<file path="src/rtl/uart_pkg.sv">
// rtl/uart_pkg.sv - shared UART constants, state encoding and parity helper
package uart_pkg;

    localparam int PARITY_NONE = 0;
    localparam int PARITY_EVEN = 1;
    localparam int PARITY_ODD  = 2;

    localparam int OVERSAMPLE = 16;

    // One encoding shared by the rx and tx FSMs; PARITY is skipped when disabled.
    typedef enum logic [2:0] {
        ST_IDLE,
        ST_START,
        ST_DATA,
        ST_PARITY,
        ST_STOP
    } uart_state_t;

    // Parity bit on the line for a given XOR-reduced payload.
    function automatic logic parity_bit(input logic data_xor, input int mode);
        return (mode == PARITY_ODD) ? ~data_xor : data_xor;
    endfunction

endpackage

</file>
<file path="src/rtl/uart_baud_tick.sv">
// rtl/uart_baud_tick.sv - free-running oversample tick and restartable bit strobe
module uart_baud_tick #(
    parameter int CLOCK_RATE = 100000000,
    parameter int BAUD_RATE  = 9600
) (
    input  logic i_clk,
    input  logic i_rst_n,
    input  logic i_bit_clr,
    output logic o_rx_tick,
    output logic o_bit_stb
);
    import uart_pkg::*;

    localparam int DIV_RAW    = CLOCK_RATE / (BAUD_RATE * OVERSAMPLE);
    localparam int DIV        = (DIV_RAW < 1) ? 1 : DIV_RAW;
    localparam int BIT_CYCLES = DIV * OVERSAMPLE;
    localparam int DW         = $clog2(BIT_CYCLES + 1);

    logic [DW-1:0] r_tick_cnt;
    logic [DW-1:0] r_bit_cnt;
    logic          w_tick_wrap;
    logic          w_bit_wrap;

    assign w_tick_wrap = (r_tick_cnt == DW'(DIV - 1));
    assign w_bit_wrap  = (r_bit_cnt == DW'(BIT_CYCLES - 1));
    assign o_rx_tick   = w_tick_wrap;
    assign o_bit_stb   = w_bit_wrap && !i_bit_clr;

    // Oversample divider, never restarted so rx start detection has a fixed grid.
    always_ff @(posedge i_clk or negedge i_rst_n) begin
        if (!i_rst_n) begin
            r_tick_cnt <= '0;
        end else begin
            r_tick_cnt <= w_tick_wrap ? '0 : r_tick_cnt + DW'(1);
        end
    end

    // Bit-period counter, realigned to each accepted tx frame.
    always_ff @(posedge i_clk or negedge i_rst_n) begin
        if (!i_rst_n) begin
            r_bit_cnt <= '0;
        end else if (i_bit_clr || w_bit_wrap) begin
            r_bit_cnt <= '0;
        end else begin
            r_bit_cnt <= r_bit_cnt + DW'(1);
        end
    end

endmodule

</file>
<file path="src/rtl/uart_param.sv">
// rtl/uart_param.sv - parametrised full-duplex UART with 16x oversampled receiver
module uart_param #(
    parameter int CLOCK_RATE         = 100000000,
    parameter int BAUD_RATE          = 9600,
    parameter int DATA_BITS          = 8,
    parameter int PARITY             = 0,
    parameter int STOP_BITS          = 1,
    parameter int RX_OVERSAMPLE_RATE = 16
) (
    input  logic                 clk,
    input  logic                 rstN,
    input  logic                 rxEn,
    input  logic                 rx,
    output logic                 rxBusy,
    output logic                 rxDone,
    output logic                 rxErr,
    output logic                 rxParityErr,
    output logic [DATA_BITS-1:0] out,
    input  logic                 txEn,
    input  logic                 txStart,
    input  logic [DATA_BITS-1:0] in,
    output logic                 txBusy,
    output logic                 txDone,
    output logic                 tx
);
    import uart_pkg::*;

    localparam logic [3:0] RX_MID  = 4'(RX_OVERSAMPLE_RATE / 2 - 1);
    localparam logic [3:0] RX_LAST = 4'(RX_OVERSAMPLE_RATE - 1);

    logic w_rx_tick;
    logic w_bit_stb;

    uart_state_t          r_tx_state, w_tx_next;
    logic [DATA_BITS-1:0] r_tx_shift;
    logic                 r_tx_par;
    logic [3:0]           r_tx_cnt;
    logic                 r_tx_done;
    logic                 w_tx_accept, w_tx_end, w_tx_line;

    uart_state_t          r_rx_state, w_rx_next;
    logic                 r_rx_s1, r_rx_s2;
    logic [3:0]           r_rx_tick, r_rx_cnt;
    logic [DATA_BITS-1:0] r_rx_shift, r_out;
    logic                 r_rx_par, r_rx_done, r_rx_err, r_rx_perr;
    logic                 w_rx_go, w_rx_sample, w_rx_start_ok, w_rx_finish;

    uart_baud_tick #(
        .CLOCK_RATE (CLOCK_RATE),
        .BAUD_RATE  (BAUD_RATE)
    ) u_baud (
        .i_clk     (clk),
        .i_rst_n   (rstN),
        .i_bit_clr (w_tx_accept),
        .o_rx_tick (w_rx_tick),
        .o_bit_stb (w_bit_stb)
    );

    assign tx          = w_tx_line;
    assign txBusy      = (r_tx_state != ST_IDLE);
    assign txDone      = r_tx_done;
    assign rxBusy      = rxEn && (r_rx_state != ST_IDLE);
    assign rxDone      = r_rx_done;
    assign rxErr       = r_rx_err;
    assign rxParityErr = r_rx_perr;
    assign out         = r_out;

    // Tx state register.
    always_ff @(posedge clk or negedge rstN) begin
        if (!rstN) r_tx_state <= ST_IDLE;
        else       r_tx_state <= w_tx_next;
    end

    // Tx next state and line level; each bit ends on the bit strobe.
    always_comb begin
        w_tx_next   = r_tx_state;
        w_tx_accept = 1'b0;
        w_tx_end    = 1'b0;
        w_tx_line   = 1'b1;
        case (r_tx_state)
            ST_IDLE: begin
                if (txStart && txEn) begin
                    w_tx_next   = ST_START;
                    w_tx_accept = 1'b1;
                end
            end
            ST_START: begin
                w_tx_line = 1'b0;
                if (w_bit_stb) w_tx_next = ST_DATA;
            end
            ST_DATA: begin
                w_tx_line = r_tx_shift[0];
                if (w_bit_stb && r_tx_cnt == 4'(DATA_BITS - 1))
                    w_tx_next = (PARITY != PARITY_NONE) ? ST_PARITY : ST_STOP;
            end
            ST_PARITY: begin
                w_tx_line = r_tx_par;
                if (w_bit_stb) w_tx_next = ST_STOP;
            end
            ST_STOP: begin
                if (w_bit_stb && r_tx_cnt == 4'(STOP_BITS - 1)) begin
                    w_tx_next = ST_IDLE;
                    w_tx_end  = 1'b1;
                end
            end
            default: w_tx_next = ST_IDLE;
        endcase
    end

    // Tx datapath: latch word on accept, shift per data bit, count bits per state.
    always_ff @(posedge clk or negedge rstN) begin
        if (!rstN) begin
            r_tx_shift <= '0;
            r_tx_par   <= 1'b0;
            r_tx_cnt   <= '0;
            r_tx_done  <= 1'b0;
        end else begin
            r_tx_done <= w_tx_end;
            if (w_tx_accept) begin
                r_tx_shift <= in;
                r_tx_par   <= parity_bit(^in, PARITY);
                r_tx_cnt   <= '0;
            end else if (w_bit_stb && r_tx_state != ST_IDLE) begin
                r_tx_cnt <= (w_tx_next != r_tx_state) ? 4'd0 : r_tx_cnt + 4'd1;
                if (r_tx_state == ST_DATA) r_tx_shift <= r_tx_shift >> 1;
            end
        end
    end

    // Two-flop synchroniser; idles high so reset does not look like a start bit.
    always_ff @(posedge clk or negedge rstN) begin
        if (!rstN) begin
            r_rx_s1 <= 1'b1;
            r_rx_s2 <= 1'b1;
        end else begin
            r_rx_s1 <= rx;
            r_rx_s2 <= r_rx_s1;
        end
    end

    // Rx state register.
    always_ff @(posedge clk or negedge rstN) begin
        if (!rstN) r_rx_state <= ST_IDLE;
        else       r_rx_state <= w_rx_next;
    end

    // Rx next state: mid-bit sampling at tick 8 of start, then every 16 ticks.
    always_comb begin
        w_rx_next     = r_rx_state;
        w_rx_go       = 1'b0;
        w_rx_start_ok = 1'b0;
        w_rx_finish   = 1'b0;
        w_rx_sample   = w_rx_tick && (r_rx_state != ST_IDLE) &&
                        (r_rx_tick == ((r_rx_state == ST_START) ? RX_MID : RX_LAST));
        case (r_rx_state)
            ST_IDLE: begin
                if (w_rx_tick && !r_rx_s2) begin
                    w_rx_next = ST_START;
                    w_rx_go   = 1'b1;
                end
            end
            ST_START: begin
                if (w_rx_sample) begin
                    if (r_rx_s2) begin
                        w_rx_next = ST_IDLE;
                    end else begin
                        w_rx_next     = ST_DATA;
                        w_rx_start_ok = 1'b1;
                    end
                end
            end
            ST_DATA: begin
                if (w_rx_sample && r_rx_cnt == 4'(DATA_BITS - 1))
                    w_rx_next = (PARITY != PARITY_NONE) ? ST_PARITY : ST_STOP;
            end
            ST_PARITY: begin
                if (w_rx_sample) w_rx_next = ST_STOP;
            end
            ST_STOP: begin
                if (w_rx_sample) begin
                    w_rx_next   = ST_IDLE;
                    w_rx_finish = 1'b1;
                end
            end
            default: w_rx_next = ST_IDLE;
        endcase
        if (!rxEn) begin
            w_rx_next     = ST_IDLE;
            w_rx_go       = 1'b0;
            w_rx_start_ok = 1'b0;
            w_rx_finish   = 1'b0;
        end
    end

    // Rx datapath: tick/bit counters, shift-in LSB first, result and sticky flags.
    always_ff @(posedge clk or negedge rstN) begin
        if (!rstN) begin
            r_rx_tick  <= '0;
            r_rx_cnt   <= '0;
            r_rx_shift <= '0;
            r_rx_par   <= 1'b0;
            r_out      <= '0;
            r_rx_done  <= 1'b0;
            r_rx_err   <= 1'b0;
            r_rx_perr  <= 1'b0;
        end else begin
            r_rx_done <= w_rx_finish;
            if (w_rx_go) begin
                r_rx_tick <= '0;
                r_rx_cnt  <= '0;
            end else if (w_rx_tick && r_rx_state != ST_IDLE) begin
                r_rx_tick <= w_rx_sample ? 4'd0 : r_rx_tick + 4'd1;
            end
            if (w_rx_sample) begin
                r_rx_cnt <= (w_rx_next != r_rx_state) ? 4'd0 : r_rx_cnt + 4'd1;
                if (r_rx_state == ST_DATA)   r_rx_shift <= {r_rx_s2, r_rx_shift[DATA_BITS-1:1]};
                if (r_rx_state == ST_PARITY) r_rx_par   <= r_rx_s2;
            end
            if (w_rx_start_ok) begin
                r_rx_err  <= 1'b0;
                r_rx_perr <= 1'b0;
            end
            if (w_rx_finish) begin
                r_out     <= r_rx_shift;
                r_rx_err  <= !r_rx_s2;
                r_rx_perr <= (PARITY != PARITY_NONE) &&
                             (r_rx_par != parity_bit(^r_rx_shift, PARITY));
            end
        end
    end

endmodule

</file>
<file path="config.mk">
export PLATFORM = sky130hd
export DESIGN_NAME = uart_param
export DESIGN_NICKNAME = d
export VERILOG_FILES = /design/src/rtl/uart_pkg.sv /design/src/rtl/uart_baud_tick.sv /design/src/rtl/uart_param.sv
export SDC_FILE = /design/constraint.sdc
export NUM_CORES = 1
export LEC_CHECK = 0
export CAP_MARGIN = 30
export CORE_AREA = 2 2 99 101
export CTS_CLUSTER_DIAMETER = 80
export DETAILED_ROUTE_END_ITERATION = 16
export DIE_AREA = 0 0 101 103
export GPL_ROUTABILITY_DRIVEN = 0
export GPL_TIMING_DRIVEN = 0
export RECOVER_POWER = 100
export SLEW_MARGIN = 20
export SYNTH_ARGS = -nofsm -noshare
export SYNTH_HDL_FRONTEND = slang
export SYNTH_HIERARCHICAL = 1
export SYNTH_SLANG_ARGS = --single-unit
</file>
<file path="constraint.sdc">
create_clock -name clk -period 7.1 [get_ports clk]
set_input_delay 1.775 -clock clk [delete_from_list [all_inputs] [get_ports clk]]
set_output_delay 1.775 -clock clk [all_outputs]
set_load 0.02 [all_outputs]
</file>
==> key figures, run 1 <==
Status
  • Outcome: finished with violations
  • Failing checks: max-capacitance violations, max-slew violations

Finish
  • Layout Nets: 431
  • Filler cell count: 919
  • Layout Cells excl Fill: 527
  • Final Util: a little under half
  • Design area: 0.00435 sq mm
  • Syn-to-layout area delta: 13.5%
  • Ant. Diodes: 0
  • Share of layout cells above drive strength 1: 7.51%

Floorplanning
  • Die Y: slightly above 100 um
  • Core ar.: 0.00946 sq mm
  • Rows: 36
  • Die X: 101 um
  • Total Die Area: 0.0104 sq mm
  • Initial core utilization: 40.5%
  • Ports: 29

GRT
  • Grt ovf: 0
  • Initial antenna violation count: 0
  • First-pass GRT wire length: roughly 12 mm
  • Overall routing resource usage: 14.7%
  • Vias in the first global route: 2688
  • Largest net degree at the start of global routing: 46

Worst setup path
  • CP Cell Sequence: clkbuf_1, clkbuf_1
  • Most used cell, CP: clkbuf_1
  • Crit path DAT: 4.74 ns
  • FF-to-FF End: out[4]
  • CP bufs+invs: 2
  • Cell family with most CP delay: buffers and inverters
  • Setup crit end kind: async pin
  • WP data required: 7.06 ns
  • Critical Setup Path Class: primary input to async pin
  • Register-to-Register Setup Slack: 3.90 ns
  • Startpoint types: primary input
  • Largest stage delay on the critical path: 1.74 ns
  • Slowest-stage cell, CP: clkbuf_1
  • Top fanout value on the critical path: 45
  • Crit Reg-Reg Startpoint: u_baud/r_tick_cnt[0]
  • R2R depth: 10

Pwr
  • Power Total: 0.941 mW
  • Peak VDD IR: 0.127 mV
  • Power Density: between 200 and 250 mW/mm^2
  • Leakage Power: 1.99 nW
  • Clock share of power: 34.0%
  • Power share of the combinational group: 11.9%
  • Internal Pwr Total: around 0.69 mW
  • Sequential power share: 54.1%
  • Sw power: 0.253 mW
  • Net Sw Frac: roughly 27%

Route
  • Vias/cell: a little over 5
  • Routed length per instance: 12.9 um
  • Total wire length: 6.80 mm
  • First-pass iteration count of the detailed router: 4
  • Residual DRC: 0
  • Post-DRT Antenna Nets: 0
  • Starting DRT DRC Count: 91
  • Vias: 2698

Hold path
  • Hold path depth: 0
  • Min-Delay Path Class: register to register
  • HP Start: r_rx_s1
  • Hold Crit Endpoint: r_rx_s2

Clocking
  • H-tree levels: 3
  • Post-CTS setup buffers: 0
  • Clk_lat worst skew: 0.34 ns
  • CTS root buffer: clkbuf_8
  • CTS tree: yes
  • CTS Sinks: 76
  • CTS Buffer Depth: 2
  • Clk slew on worst S/H paths: 0.07 ns
  • Cts repair resizes: 0
  • Hold_buf cts: 0
  • Num CTS Buffers: 9

Timing
  • Final worst setup slack: 2.33 ns
  • Slew @ Worst Pin: 2.33 ns
  • Fin crit share: 67.2%
  • RSZ-0062 raised after global routing: false
  • Worst-case clock skew: 0.00995 ns
  • Hold Slack: roughly 0.36 ns
  • Slew Limit Fails: 79
  • Final hold violation count: 0
  • Slew HR: -55.2%
  • Fin crit period: 4.77 ns
  • # setup viols final: 0
  • Fmax: 210 MHz
  • Setup tns final: 0 ns

Yosys
  • Post-Synth XOR/XNOR Area: 7.54%
  • Ys async rst share: between 90% and 100%
  • Post-Syn Area: around 0.0038 sq mm
  • Post-synthesis mux area share: under 10%
  • Mapped Cells: 370
  • Syn Area/Cell: 10.4 sq um
  • Seq/Total Area, Yosys: 49.7%
  • Flops & latches, synth: 76
  • Synth area leaders: dfrtp_1 (48%), xnor2_1 (6.2%), nor2_1 (3.8%)
  • Synth top area share: 48.3%
  • Yosys warns: 6
  • Post-synth EDFFs: 0
  • Simple-Gate Fraction of Synth Area: 21.0%
  • Syn_nets: between 300 and 400
  • Synth cell types: 56
  • Area leader, netlist: dfrtp_1
  • Top FF cell, synth: dfrtp_1
  • Compound-Gate Fraction of Synth Area: 7.93%
  • Adder-cell share of the synthesized area: 2.94%
  • Main combinational cell family by area after synthesis: simple AND/OR/NAND/NOR gates

Placement
  • Placed insts: just over 500
  • DP Area: 0.00426 sq mm
  • Place WS: 2.49 ns
  • DP HPWL: 4.85 mm
  • # port buffers: 26

Job
  • Max-Cap Viols: 2
## per-layer routing
layer	share of wire [%]	up-vias	GRT usage, %
li1	-	1361	-
met1	50	1299	19.5
met2	46	34	24.2
met3	3.2	4	4.07
met4	0.50	0	3.74
met5	0	-	0
## how the worst max path moves through the flow
stage / startpoint / endpoint / slack, ns / depth (start not counted)
finish: rstN / txDone / 2.33 / 2
global route: rstN / r_tx_state[2] / 1.41 / 2
CTS: rxEn / rxBusy / 2.49 / 3
detailed placement: rxEn / rxBusy / 2.49 / 3
global placement: rstN / r_tx_shift[5] / 1.51 / 1
floorplan: rxEn / rxBusy / 2.98 / 2
## kinds of logic after synthesis
family                     count (synthesis)
AOI/OAI and AO/OA                         46
xor gates and xnor gates                  33
other                                      1
and+or+nand+nor                          152
adders and majority gates                  9
DFF                                       76
muxes                                     21
buffers and inverters                     32
## layout make-up
type / instances / area [sq um] / share of cell area (%)
Clock inverter: 6 / 65.1 / 1.50
Clock buffer: 10 / 128 / 2.93
Buffer: 15 / 70.1 / 1.61
Multi-Input combinational cell: 262 / 1720 / 39.5
Inverter: 17 / 63.8 / 1.47
Timing Repair Buffer: 27 / 258 / 5.92
Sequential cell: 76 / 1900 / 43.8
Tap cell: 114 / 143 / 3.28
## cell usage in the layout, fill, tap and decap left out, types with 8 or more instances in the layout
cell,Yosys,layout
dfrtp_1,74,74
clkbuf_8,0,9
o21ai_0,11,12
ha_1,9,9
nand3_1,20,20
nor2_1,39,39
clkbuf_1,8,14
inv_1,16,16
a31oi_1,9,9
clkdlybuf4s50_1,0,9
xnor2_1,27,27
mux2_1,0,8
a21oi_1,7,8
mux2_2,8,8
dlygate4sd3_1,0,16
nand2_1,35,35
## power by group through the flow
stage,Sequential [mW],Combinational [mW],Clock [mW]
finish,0.509,0.112,0.320
global route,0.517,0.132,0.356
CTS,0.510,0.119,0.337
detailed placement,0.517,0.119,0
global placement,0.517,0.116,0
floorplan,0.509,0.0823,0
## Yosys cell counts (3+ instances only)
| master | number |
|---|---|
| o21ai_0 | 11 |
| nor3_1 | 6 |
| clkbuf_1 | 8 |
| a41oi_1 | 3 |
| nand4_1 | 6 |
| nor2_1 | 39 |
| mux2_2 | 8 |
| and3_1 | 7 |
| and4_1 | 5 |
| mux2_4 | 8 |
| inv_1 | 16 |
| a21oi_1 | 7 |
| xnor2_1 | 27 |
| nand2_1 | 35 |
| dfrtp_1 | 74 |
| nand2b_1 | 7 |
| a31oi_1 | 9 |
| nor4_1 | 4 |
| nor2b_1 | 5 |
| buf_6 | 3 |
| a21o_1 | 3 |
| nand3_1 | 20 |
| xor2_1 | 6 |
| mux2i_1 | 5 |
| ha_1 | 9 |
## state kept, by name, summed over array words and instances, names as in the netlist
register           count
r_rx_cnt               4
u_baud/r_bit_cnt      14
r_rx_s2                1
r_tx_shift             8
rxDone                 1
r_tx_cnt               4
rxErr                  1
txDone                 1
r_tx_par               1
r_tx_state             3
r_rx_tick              4
r_rx_state             3
u_baud/r_tick_cnt     14
r_rx_s1                1
out                    8
r_rx_shift             8
(Power assumes the default switching activity.)
==> run 2: changes to the inputs <==
Clock period 7.1 ns to 4.1 ns, I/O delays scaled along.
==> run 2 against run 1 <==
The run still ends with max-capacitance violations, max-slew violations left. Sequential power up 73%. Register-to-register slack worse by 3.0 ns. Combinational power up 73%. Clock skew about the same. Wire length up 0.18%. Hold slack about the same. Utilization about the same. Non-clock buffer count unchanged. Via count up 0.15%. First-iteration DRC count unchanged. Global-route usage unchanged. Highest routed layer unchanged.
==> key figures, run 2 (same netlist as run 1, synthesis figures left out) <==
Worst setup path
  • Setup crit end kind: register
  • Startpoint types: primary input
  • WP data required: 4.36 ns (-2.70 ns)
  • Top fanout value on the critical path: 10 (-78%)
  • Crit path DAT: 3.72 ns (-1.02 ns)
  • Register-to-Register Setup Slack: 0.91 ns (-2.99 ns)
  • Critical Setup Path Class: primary input to register

Timing
  • Worst-case clock skew: 0.00972 ns (-0.000230 ns)
  • Fmax: 289 MHz
  • Slew Limit Fails: 33 (-58%)
  • # setup viols final: 0 (unchanged)
  • Slew @ Worst Pin: 1.68 ns (-0.647 ns)
  • Hold Slack: 0.364 ns (-0.000136 ns)
  • RSZ-0062 raised after global routing: false
  • Fin crit period: 3.46 ns
  • Fin crit share: 84.4%
  • Slew HR: -12.1% (+43 points)
  • Final hold violation count: 0 (unchanged)

Floorplanning
  • Die Y: 103 um (unchanged)
  • Core ar.: 0.00946 sq mm (unchanged)
  • Rows: 36 (unchanged)
  • Total Die Area: 0.0104 sq mm (unchanged)
  • Die X: 101 um (unchanged)
  • Ports: 29 (unchanged)
  • Initial core utilization: 40.5% (unchanged)

Clocking
  • CTS Buffer Depth: 2 (unchanged)
  • CTS root buffer: clkbuf_8
  • Num CTS Buffers: 9 (unchanged)
  • Cts repair resizes: 0 (unchanged)
  • Clk_lat worst skew: 0.34 ns (about the same)
  • Clk slew on worst S/H paths: 0.08 ns (about the same)
  • Hold_buf cts: 0 (unchanged)
  • Post-CTS setup buffers: 0 (unchanged)
  • H-tree levels: 3 (unchanged)
  • CTS Sinks: 76 (unchanged)
  • CTS tree: yes

Finish
  • Layout Nets: 431 (unchanged)
  • Syn-to-layout area delta: 13.5% (about the same)
  • Most common cell after layout, fill and taps aside: dfrtp_1
  • Most frequent cells in the layout: dfrtp_1 (74), nor2_1 (39), nand2_1 (35)
  • Share of layout cells above drive strength 1: 7.75% (+0.24 points)
  • Ant. Diodes: 0 (unchanged)
  • Biggest regs: u_baud/r_bit_cnt x14, u_baud/r_tick_cnt x14

GRT
  • Grt ovf: 0 (unchanged)
  • Vias in the first global route: 2688 (unchanged)
  • Largest net degree at the start of global routing: 46 (unchanged)
  • First-pass GRT wire length: 12.3 mm (unchanged)
  • Overall routing resource usage: 14.7% (unchanged)
  • Initial antenna violation count: 0 (unchanged)

Placement
  • # port buffers: 26 (unchanged)
  • DP HPWL: 4.85 mm (unchanged)

Route
  • Vias: 2702 (+0.15%)
  • Total wire length: 6.81 mm (+0.18%)
  • Starting DRT DRC Count: 91 (unchanged)
  • Vias/cell: 5.13 (+0.15%)
  • Post-DRT Antenna Nets: 0 (unchanged)
  • Residual DRC: 0 (unchanged)
  • Routed length per instance: 12.9 um (+0.18%)
  • First-pass iteration count of the detailed router: 4 (unchanged)

Pwr
  • Power Density: 374 mW/mm^2 (+73%)
  • Power Total: 1.63 mW (+73%)
  • Peak VDD IR: 0.220 mV (+73%)
  • Leakage Power: 2.00 nW (+0.15%)

Status
  • Failing checks: max-capacitance violations, max-slew violations
  • Outcome: finished with violations

Hold path
  • Min-Delay Path Class: register to register

Job
  • Max-Cap Viols: 1 (-1)
## run 2: changes by cell type in the layout (fill, tap and decap cells not counted)
cell      previous run  this run
clkbuf_2             0         1
clkbuf_1            14        13
## run 2: per-stage QoR
| stage | setup WS (ns) | instance area [sq um] | TNS, ns | std cells | utilization, % |
|---|---|---|---|---|---|
| 2_1_floorplan | 1.39 | 3830 | 0 | 370 | - |
| 3_3_place_gp | -0.741 | 4240 | -54.47 | 510 | 44.8 |
| 3_5_place_dp | 0.577 | 4260 | 0 | 511 | 45.0 |
| 4_1_cts | 0.936 | 4450 | 0 | 527 | 47.1 |
| 5_1_grt | 0.362 | 4350 | 0 | 527 | 46.0 |
| 6_report | 0.641 | 4350 | 0 | 527 | 46.0 |
## run 2: area by class of cell
type                            instances  area (sq um)
Timing Repair Buffer                   27           259
Buffer                                 15          70.1
Multi-Input combinational cell        262          1720
Clock buffer                           10           128
Sequential cell                        76          1900
Clock inverter                          6          65.1
Fill cell                             918          5110
Inverter                               17          63.8
Tap cell                              114           143
## run 2: power breakdown
group	switching [mW]	internal (mW)	total, mW
registers	0.0583	0.823	0.881
logic	0.107	0.0873	0.194
clock network	0.272	0.281	0.554
total	0.437	1.19	1.63
## run 2: critical path: stages
cell	delay, ns
dlygate4sd3_1	0.53
nand3_1	0.15
clkinv_1	0.26
nor2b_1	0.18
clkbuf_1	0.30
nand2b_1	0.09
o21ai_0	0.55
clkbuf_1	0.40
nor2_1	0.07
a31oi_1	0.15
## run 2: worst paths after layout
path / startpoint / cells past startpoint / endpoint
min reg2reg: r_rx_s1 / 0 / r_rx_s2
max in group asynchronous: rstN / 2 / txDone
min: r_rx_s1 / 0 / r_rx_s2
max reg2reg: u_baud/r_tick_cnt[0] / 10 / out[4]
max: txStart / 10 / r_tx_shift[1]
min in group asynchronous: rstN / 1 / u_baud/r_tick_cnt[11]
## run 2: layer usage
layer,vias up,routed length (um),track usage [%]
li1,1361,-,-
met5,-,0,0
met2,36,3120,24.2
met4,0,39,3.74
met1,1301,3420,19.5
met3,4,225,4.07
==> run 3: changes to the inputs <==
Clock period 4.1 ns to 3.5 ns, I/O delays scaled along.
==> run 3 against run 2 <==
The flow still finishes with violations (max-capacitance violations, max-slew violations). Via count grew 0.22%. Setup slack worse by 0.16 ns. Hold slack lost 0.00064 ns. Register-to-register slack worse by 0.43 ns. Die area did not move. First-iteration DRC count shrank 1.1%.
==> key figures, run 3 (same netlist as run 1, synthesis figures left out) <==
Status
  • Outcome: finished with violations
  • Failing checks: max-capacitance violations, max-slew violations

Worst setup path
  • R2R depth: 9 (-1)
  • Register-to-Register Setup Slack: 0.48 ns (-0.43 ns)
  • FF-to-FF End: r_rx_shift[5]
  • Crit Reg-Reg Startpoint: u_baud/r_tick_cnt[0]
  • Setup crit end kind: register
  • CP Cell Sequence: inv_1, ha_1, and3b_1, and4_1, clkbuf_1, nand3_1, a21oi_1, nand4_1, mux2_2
  • WP data required: 3.72 ns (-0.64 ns)
  • Slowest-stage cell, CP: dfrtp_1
  • Startpoint types: register
  • Top fanout value on the critical path: 11 (+1)
  • Largest stage delay on the critical path: 0.46 ns (-0.09 ns)
  • Critical Setup Path Class: register to register
  • Crit path DAT: 3.24 ns (-0.48 ns)
  • CP bufs+invs: 2 (-2)
  • Cell family with most CP delay: simple AND/OR/NAND/NOR gates
  • Critical Path Start: u_baud/r_tick_cnt[0]

Timing
  • Worst-case clock skew: 0.0101 ns (+0.000404 ns)
  • RSZ-0062 raised after global routing: false
  • Fin crit period: 3.02 ns
  • Final hold violation count: 0 (unchanged)
  • Slew HR: -21.1% (-9.0 points)
  • Fmax: around 330 MHz
  • Setup tns final: 0 ns (unchanged)
  • # setup viols final: 0 (unchanged)
  • Hold Slack: 0.364 ns (-0.000636 ns)
  • Slew @ Worst Pin: 1.82 ns (+0.135 ns)
  • Fin crit share: 86.3%
  • Slew Limit Fails: 32 (-3.0%)

Finish
  • Syn-to-layout area delta: 14.3%
  • Multi-input gate area: 0.00172 sq mm (unchanged)
  • Seq. cell area: 0.00190 sq mm (unchanged)
  • Biggest regs: u_baud/r_bit_cnt x14, u_baud/r_tick_cnt x14
  • Layout Nets: 431 (unchanged)
  • Most common cell after layout, fill and taps aside: dfrtp_1
  • Most frequent cells in the layout: dfrtp_1 (74), nor2_1 (39), nand2_1 (35)
  • Ant. Diodes: 0 (unchanged)
  • Share of layout cells above drive strength 1: 7.99% (+0.24 points)
  • Filler cell count: 917 (-0.11%)

GRT
  • Grt ovf: 0 (unchanged)
  • Vias in the first global route: 2688 (unchanged)
  • First-pass GRT wire length: 12.3 mm (unchanged)
  • Initial antenna violation count: 0 (unchanged)
  • Largest net degree at the start of global routing: 46 (unchanged)
  • Overall routing resource usage: 14.7% (unchanged)

Placement
  • DP HPWL: 4.85 mm (unchanged)
  • # port buffers: 26 (unchanged)

Hold path
  • Min-Delay Path Class: register to register
  • Hold Crit Endpoint: r_rx_s2
  • Hold path depth: 0 (unchanged)
  • HP Start: r_rx_s1

Clocking
  • Post-CTS setup buffers: 0 (unchanged)
  • Hold_buf cts: 0 (unchanged)
  • Clk_lat worst skew: 0.34 ns (about the same)
  • Clk slew on worst S/H paths: 0.07 ns (about the same)
  • CTS tree: yes
  • Num CTS Buffers: 9 (unchanged)
  • CTS Sinks: 76 (unchanged)
  • CTS root buffer: clkbuf_8
  • H-tree levels: 3 (unchanged)
  • CTS Buffer Depth: 2 (unchanged)
  • Cts repair resizes: 0 (unchanged)

Route
  • Vias/cell: 5.14 (+0.22%)
  • First-pass iteration count of the detailed router: 4 (unchanged)
  • Total wire length: 6.80 mm (-0.19%)
  • Residual DRC: 0 (unchanged)
  • Starting DRT DRC Count: 90 (-1.1%)
  • Routed length per instance: 12.9 um (-0.19%)
  • Vias: 2708 (+0.22%)
  • Post-DRT Antenna Nets: 0 (unchanged)

Floorplanning
  • Initial core utilization: 40.5% (unchanged)
  • Ports: 29 (unchanged)
  • Die Y: 103 um (unchanged)
  • Rows: 36 (unchanged)
  • Die X: 101 um (unchanged)
  • Total Die Area: 0.0104 sq mm (unchanged)
  • Core ar.: 0.00946 sq mm (unchanged)

Pwr
  • Power Density: 436 mW/mm^2 (+17%)
  • Leakage Power: 2.01 nW (+0.64%)
  • Peak VDD IR: 0.257 mV (+17%)

Job
  • Max-Cap Viols: 1 (unchanged)
[run 3: cell types whose count changed in the layout (fill, tap and decap cells not counted)]
cell	previous run	this run
buf_16	0	1
buf_6	1	2
clkbuf_1	13	12
clkbuf_2	1	0
clkdlybuf4s50_1	9	10
dlygate4sd3_1	16	15
o21ai_0	12	11
o21ai_1	1	2
[run 3: worst max path at each step]
stage	end	slack, ns	depth (start not counted)
floorplan	r_tx_cnt[2]	0.94	9
global placement	r_tx_shift[5]	-1.19	1
detailed placement	r_tx_cnt[2]	0.13	10
CTS	r_tx_cnt[2]	0.49	10
global route	r_rx_shift[4]	0.11	9
finish	r_rx_shift[5]	0.48	9
[run 3: layout make-up]
cell class	count	share of cell area [%]
Buffer	15	1.77
Tap cell	114	3.26
Clock inverter	6	1.48
Clock buffer	10	2.91
Timing Repair Buffer	27	6.42
Inverter	17	1.46
Multi-Input combinational cell	262	39.2
Sequential cell	76	43.5
[run 3: through the flow]
stage | cell area [sq um] | utilization, % | power [mW] | instances | setup slack, ns
global route | 4380 | 46.3 | 2.04 | 527 | 0.106
detailed placement | 4260 | 45.0 | 1.29 | 511 | 0.127
global placement | 4240 | 44.8 | 1.28 | 510 | -1.19
floorplan | 3830 | - | 1.20 | 370 | 0.938
finish | 4380 | 46.3 | 1.91 | 527 | 0.479
CTS | 4450 | 47.1 | 1.96 | 527 | 0.486
[run 3: worst reg2reg max path: stages (launching register included)]
cell and delay [ns]:
dfrtp_1 0.46, inv_1 0.09, ha_1 0.15, and3b_1 0.15
and4_1 0.18, clkbuf_1 0.37, nand3_1 0.26, a21oi_1 0.42
nand4_1 0.43, mux2_2 0.41
[run 3: metal layers]
layer	part of all wire (%)	vias to the layer above	GRT usage [%]	wire length, um
met5	0	-	0	0
met3	3.3	4	4.07	225
met1	50	1305	19.5	3410
li1	-	1363	-	-
met2	46	36	24.2	3130
met4	0.50	0	3.74	34
[run 3: where the power goes]
group          internal, mW  switching, mW
Clock                 0.330          0.319
Combinational         0.106          0.126
Sequential            0.964         0.0683
Total                  1.40          0.513
